<file path="config.mk">
export PLATFORM = sky130hd
export DESIGN_NAME = key_conditioner
export DESIGN_NICKNAME = d
export VERILOG_FILES = /design/src/rtl/key_pkg.sv /design/src/rtl/key_channel.sv /design/src/rtl/key_conditioner.sv
export SDC_FILE = /design/constraint.sdc
export NUM_CORES = 1
export LEC_CHECK = 0
export CAP_MARGIN = 20
export CORE_MARGIN = 2
export CORE_UTILIZATION = 30
export CTS_CLUSTER_DIAMETER = 80
export DETAILED_ROUTE_END_ITERATION = 10
export SYNTH_ARGS = -nofsm -noshare
export SYNTH_HDL_FRONTEND = slang
export SYNTH_SLANG_ARGS = --single-unit
</file>
<file path="constraint.sdc">
create_clock -name clk -period 2.2 [get_ports clk]
set_clock_uncertainty 0.05 [all_clocks]
set_input_delay 0.22 -clock clk [delete_from_list [all_inputs] [get_ports clk]]
set_output_delay 0.22 -clock clk [all_outputs]
set_load 0.02 [all_outputs]
</file>
<file path="src/rtl/key_pkg.sv">
// Shared types and sizing helpers for the key conditioner channels.
package key_pkg;

  typedef enum logic [2:0] {
    IDLE,
    PRESS_DB,
    HELD,
    REPEAT,
    REL_DB
  } key_state_t;

  // Counter must reach the largest terminal value used by any phase.
  function automatic int cnt_width(input int db, input int rd, input int rr);
    int m;
    m = db;
    if (rd > m) m = rd;
    if (rr > m) m = rr;
    return $clog2(m + 1);
  endfunction

endpackage

</file>
<file path="src/rtl/key_channel.sv">
// One key channel: synchroniser, debounce/repeat FSM and shared phase counter.
module key_channel
  import key_pkg::*;
#(
  parameter int SYNC_STAGES     = 2,
  parameter int DEBOUNCE_CYCLES = 4,
  parameter int REPEAT_DELAY    = 16,
  parameter int REPEAT_RATE     = 4
) (
  input  logic clk,
  input  logic reset,
  input  logic raw_i,
  input  logic en_repeat_i,
  output logic out_o,
  output logic held_o,
  output logic rel_o
);

  localparam int CW = cnt_width(DEBOUNCE_CYCLES, REPEAT_DELAY, REPEAT_RATE);
  localparam logic [CW-1:0] DB_LAST = CW'(DEBOUNCE_CYCLES - 1);
  localparam logic [CW-1:0] RD_LAST = CW'(REPEAT_DELAY - 1);
  localparam logic [CW-1:0] RR_LAST = CW'(REPEAT_RATE - 1);
  localparam logic [CW-1:0] CNT_ONE = CW'(1);

  logic [SYNC_STAGES-1:0] sync_q;
  logic                   s;
  key_state_t             state_q, state_d;
  logic [CW-1:0]          cnt_q, cnt_d;
  logic                   out_q, out_d;
  logic                   held_q, held_d;
  logic                   rel_q, rel_d;

  assign s = sync_q[SYNC_STAGES-1];

  always_ff @(posedge clk) begin
    if (!reset) begin
      sync_q  <= '0;
      state_q <= IDLE;
      cnt_q   <= '0;
      out_q   <= 1'b0;
      held_q  <= 1'b0;
      rel_q   <= 1'b0;
    end else begin
      sync_q  <= {sync_q[SYNC_STAGES-2:0], raw_i};
      state_q <= state_d;
      cnt_q   <= cnt_d;
      out_q   <= out_d;
      held_q  <= held_d;
      rel_q   <= rel_d;
    end
  end

  always_comb begin
    state_d = state_q;
    cnt_d   = cnt_q;
    out_d   = 1'b0;
    rel_d   = 1'b0;
    unique case (state_q)
      IDLE: begin
        if (s) begin
          if (DEBOUNCE_CYCLES == 1) begin
            state_d = HELD;
            out_d   = 1'b1;
            cnt_d   = '0;
          end else begin
            state_d = PRESS_DB;
            cnt_d   = CNT_ONE;
          end
        end
      end
      PRESS_DB: begin
        if (!s) begin
          state_d = IDLE;
          cnt_d   = '0;
        end else if (cnt_q == DB_LAST) begin
          state_d = HELD;
          out_d   = 1'b1;
          cnt_d   = '0;
        end else begin
          cnt_d = cnt_q + 1'b1;
        end
      end
      HELD, REPEAT: begin
        // With single-cycle debounce a release is accepted on its first low sample,
        // mirroring the press path so both latencies stay equal.
        if (!s) begin
          if (DEBOUNCE_CYCLES == 1) begin
            state_d = IDLE;
            rel_d   = 1'b1;
            cnt_d   = '0;
          end else begin
            state_d = REL_DB;
            cnt_d   = CNT_ONE;
          end
        end else if (!en_repeat_i) begin
          state_d = HELD;
          cnt_d   = '0;
        end else if (cnt_q == ((state_q == HELD) ? RD_LAST : RR_LAST)) begin
          state_d = REPEAT;
          out_d   = 1'b1;
          cnt_d   = '0;
        end else begin
          cnt_d = cnt_q + 1'b1;
        end
      end
      REL_DB: begin
        if (s) begin
          state_d = HELD;
          cnt_d   = '0;
        end else if (cnt_q == DB_LAST) begin
          state_d = IDLE;
          rel_d   = 1'b1;
          cnt_d   = '0;
        end else begin
          cnt_d = cnt_q + 1'b1;
        end
      end
      default: begin
        state_d = IDLE;
        cnt_d   = '0;
      end
    endcase
    held_d = (state_d == HELD) || (state_d == REPEAT) || (state_d == REL_DB);
  end

  assign out_o  = out_q;
  assign held_o = held_q;
  assign rel_o  = rel_q;

endmodule

</file>
<file path="src/rtl/key_conditioner.sv">
// Multi-channel pushbutton conditioner: synchronise, debounce, press/release pulses, auto-repeat.
module key_conditioner
  import key_pkg::*;
#(
  parameter int N_KEYS          = 4,
  parameter int SYNC_STAGES     = 2,
  parameter int DEBOUNCE_CYCLES = 4,
  parameter int REPEAT_DELAY    = 16,
  parameter int REPEAT_RATE     = 4
) (
  input  logic              clk,
  input  logic              reset,
  input  logic [N_KEYS-1:0] in,
  input  logic              en_repeat,
  output logic [N_KEYS-1:0] out,
  output logic [N_KEYS-1:0] held,
  output logic [N_KEYS-1:0] rel
);

  if (N_KEYS < 1)          $error("N_KEYS must be >= 1");
  if (SYNC_STAGES < 2)     $error("SYNC_STAGES must be >= 2");
  if (DEBOUNCE_CYCLES < 1) $error("DEBOUNCE_CYCLES must be >= 1");
  if (REPEAT_DELAY < 1)    $error("REPEAT_DELAY must be >= 1");
  if (REPEAT_RATE < 1)     $error("REPEAT_RATE must be >= 1");

  for (genvar g = 0; g < N_KEYS; g++) begin : g_ch
    key_channel #(
      .SYNC_STAGES    (SYNC_STAGES),
      .DEBOUNCE_CYCLES(DEBOUNCE_CYCLES),
      .REPEAT_DELAY   (REPEAT_DELAY),
      .REPEAT_RATE    (REPEAT_RATE)
    ) u_ch (
      .clk        (clk),
      .reset      (reset),
      .raw_i      (in[g]),
      .en_repeat_i(en_repeat),
      .out_o      (out[g]),
      .held_o     (held[g]),
      .rel_o      (rel[g])
    );
  end

endmodule

</file>
==> impl_metrics.tcl <==
set metrics [dict create \
    outcome "complete, no violations" \
    finalSetupViolCount 0 \
    area_growth_pct 9.343 \
    avgRoutedWirePerCell_um 12.11 \
    hold-path-endpoint "g_ch[2].u_ch.sync_q[1]$_SDFF_PN0_" \
    floorplan.die.width_um 100.6 \
    wire_length_of_the_first_global_routing_pass_um 9273 \
    core-area_um2 9153 \
    layout.cells.most_common_list "dfxtp_1, nand2_1, nor2_1, clkdlybuf4s50_1, a21oi_1" \
    dpl.cell_count 430 \
    maxClockFrequency_ghz 0.5365 \
    tightest_slew_ns 0.6465 \
    vias_after_detailed_routing 2273 \
    report.final.hold_viol_count 0 \
    layout.cells.most_common "dfxtp_1" \
    fillers 955 \
    grt_start_max_net_pins 24 \
    drive_gt1_frac 0.08257 \
    rows 35 \
    route.antenna.remaining_nets 0 \
    synth.top_cell.area_share 0.3719 \
    critical_path.reg2reg.endpoint "g_ch[0].u_ch.cnt_q[3]$_SDFFE_PN0P_" \
    final-instance-count-excl-fill 438 \
    finish.net_count 337 \
    synthFlopType "dfxtp_1" \
    num_antenna_cells 0 \
    cts_resized 0 \
    slew_violations 0 \
    tritoncts "built" \
    die_area_um2 10120 \
    grt-ovfl-total 0 \
    synth_fp_nets 339 \
    cap_violations 0 \
    max_slew_headroom 0.5650 \
    p_per_area_nw_per_um2 522.4 \
    timing.critical_path.to_type "flop" \
    grt_pass1_vias 2017 \
    post_synth_inst_count 328 \
    clock_latency_ns 0.30 \
    port-buffer-count 18 \
    syn_area_um2 2799 \
    reg2reg_from "g_ch[0].u_ch.state_q[2]$_SDFF_PN0_" \
    totalNegativeSetupSlack_ns 0 \
    route.final.wire_length_um 5303 \
    antenna_found_initial 0 \
    hp-class "reg2reg" \
    numClockSinks 52 \
    post_synth.cell_area_avg_um2 8.533 \
    count_of_hold_buffers_inserted_by_post_cts_repair 0 \
    clockBufferDepth 2 \
    min-delay-start "g_ch[2].u_ch.sync_q[0]$_SDFF_PN0_" \
    synth-warning-count 0 \
    postCtsSetupRepairBufs 0 \
    vdd_ir_drop_max_mv 0.2153 \
    reg2reg_depth 5 \
    cts-root-buf "clkbuf_8" \
    detailed_place.area_um2 2972 \
    post-route-min-period_ns 1.864 \
    pin_count 19 \
    route.detailed.vias_per_inst 5.189 \
    place_hpwl_um 3801 \
    synth-async-reset-ratio 0 \
    layout_worst_path_cycle_share 0.8472 \
    floorplan.die.height_um 100.6 \
    clkSlewWorstSetupHoldPaths_ns 0.10 \
    rsz0062_at_grt "false" \
    timing.setup.critical_path_class "reg2reg" \
    cts_htree_levels 2 \
    seq_area_frac_synth 0.3719 \
    worst_ep_required_time_ns 2.40 \
    dr.pass1.iters 4 \
    critPathLaunchType "flop" \
    ys_top_cells_by_area "dfxtp_1, buf_4, nand2_1, a21oi_1, o21ai_0" \
    floorplan.initialDensity 0.3058 \
    yosys.cell_types.count 61 \
    timing.hold.worst_path_depth 1 \
    peak_fanout_along_the_critical_path 12 \
    count_of_flip_flops_with_a_built_in_enable_after_synthesis 0 \
    gp_congestion 0.8560 \
    static-leakage-power_uw 0.001048 \
    drt-initial-drc-count 166 \
    critPathArrivalTime_ns 2.07 \
    r2r_slack_ns 0.34 \
    drc 0 \
    grt_usage 0.1120 \
    yosys_register_bits 52 \
    clock_buffers_created_by_tritoncts 5 \
    netlist.top_cell.by_area "dfxtp_1" \
    design_area_um2 3060 \
]
==> per-layer routing <==
| layer | global-route usage | wire, µm | up-vias | part of all wire |
|---|---|---|---|---|
| met1 | 0.1513 | 2742 | 1046 | 0.52 |
| met4 | 0.03793 | 51 | 0 | 0.0096 |
| met5 | 0 | 0 | - | 0 |
| met3 | 0.02843 | 131 | 4 | 0.025 |
| met2 | 0.1738 | 2377 | 26 | 0.45 |
| li1 | - | - | 1197 | - |
==> logic make-up (layout without fill, tap and decap cells) <==
logic type,Yosys count,in the layout,synth area share
xor gates and xnor gates,2,2,0.006260
buffers and inverters,41,40,0.07778
and+or+nand+nor,147,147,0.3241
adders and majority gates,4,4,0.01788
AOI/OAI and AO/OA,82,82,0.2021
DFF,52,52,0.3719
==> how the worst max path moves through the flow <==
stage | startpoint | end | cells past startpoint
2_1_floorplan | g_ch[2].u_ch.cnt_q[0]$_SDFFE_PN0P_ | g_ch[2].u_ch.cnt_q[1]$_SDFFE_PN0P_ | 5
3_3_place_gp | g_ch[2].u_ch.cnt_q[0]$_SDFFE_PN0P_ | g_ch[2].u_ch.cnt_q[1]$_SDFFE_PN0P_ | 5
3_5_place_dp | en_repeat | g_ch[2].u_ch.cnt_q[2]$_SDFFE_PN0P_ | 5
4_1_cts | g_ch[2].u_ch.cnt_q[0]$_SDFFE_PN0P_ | g_ch[2].u_ch.cnt_q[2]$_SDFFE_PN0P_ | 6
5_1_grt | g_ch[2].u_ch.cnt_q[0]$_SDFFE_PN0P_ | g_ch[2].u_ch.cnt_q[2]$_SDFFE_PN0P_ | 6
6_report | g_ch[0].u_ch.state_q[2]$_SDFF_PN0_ | g_ch[0].u_ch.cnt_q[3]$_SDFFE_PN0P_ | 5
==> cell type report <==
| type | count | area [µm²] | share of cell area |
|---|---|---|---|
| clock buffers | 6 | 72.57 | 0.02371 |
| clock inverters | 2 | 16.27 | 0.005315 |
| inverters | 9 | 33.78 | 0.01104 |
| multi-input cells | 235 | 1540 | 0.5033 |
| flip-flops and latches | 52 | 1041 | 0.3401 |
| well taps | 111 | 138.9 | 0.04538 |
| repair buffers | 23 | 217.7 | 0.07114 |
==> state kept, by name, indices dropped and copies added (netlist names) <==
| signal | cells |
|---|---|
| g_ch.u_ch.state_q | 12 |
| g_ch.u_ch.out_o | 4 |
| g_ch.u_ch.sync_q | 8 |
| g_ch.u_ch.rel_o | 4 |
| g_ch.u_ch.held_o | 4 |
| g_ch.u_ch.cnt_q | 20 |
==> synth_stat cells (all sizes together) (3+ instances only) <==
cell type / instances
or2: 4
nor3b: 9
nand2: 24
nor4: 8
nand3b: 6
nor2b: 10
a311oi: 7
a31oi: 6
a21oi: 17
buf: 20
o21ai: 20
nor2: 18
nor4b: 5
ha: 4
inv: 9
and3: 6
and2: 12
a22oi: 3
or3b: 3
clkbuf: 12
nand3: 14
dfxtp: 52
a211oi: 7
nor3: 9
nand2b: 8
==> report_power, final <==
group	switching (µW)	internal, µW	total, µW
Clock	317	227	544
Combinational	43.1	40.7	83.8
Sequential	16.8	954	971
==> worst max-delay path: stages (launching register included) <==
cell and delay, ns:
dfxtp_1 0.56, or4b_4 0.53, a21oi_4 0.18, a31oi_1 0.09, o32ai_1 0.25, and2_1 0.15
==> stage by stage <==
| stage | utilization | hold slack (ns) | total power (µW) | setup slack (ns) |
|---|---|---|---|---|
| after floorplan | - | 0.2973 | 1047 | 0.5056 |
| after global placement | 0.3247 | 0.3674 | 1076 | 0.3486 |
| after detailed placement | 0.3247 | 0.3691 | 1078 | 0.3441 |
| after CTS | 0.3344 | 0.3914 | 1630 | 0.3209 |
| after global routing | 0.3344 | 0.4164 | 1683 | 0.1421 |
| final | 0.3344 | 0.3892 | 1599 | 0.3361 |
Note: power is estimated with default switching activity, not from simulation.
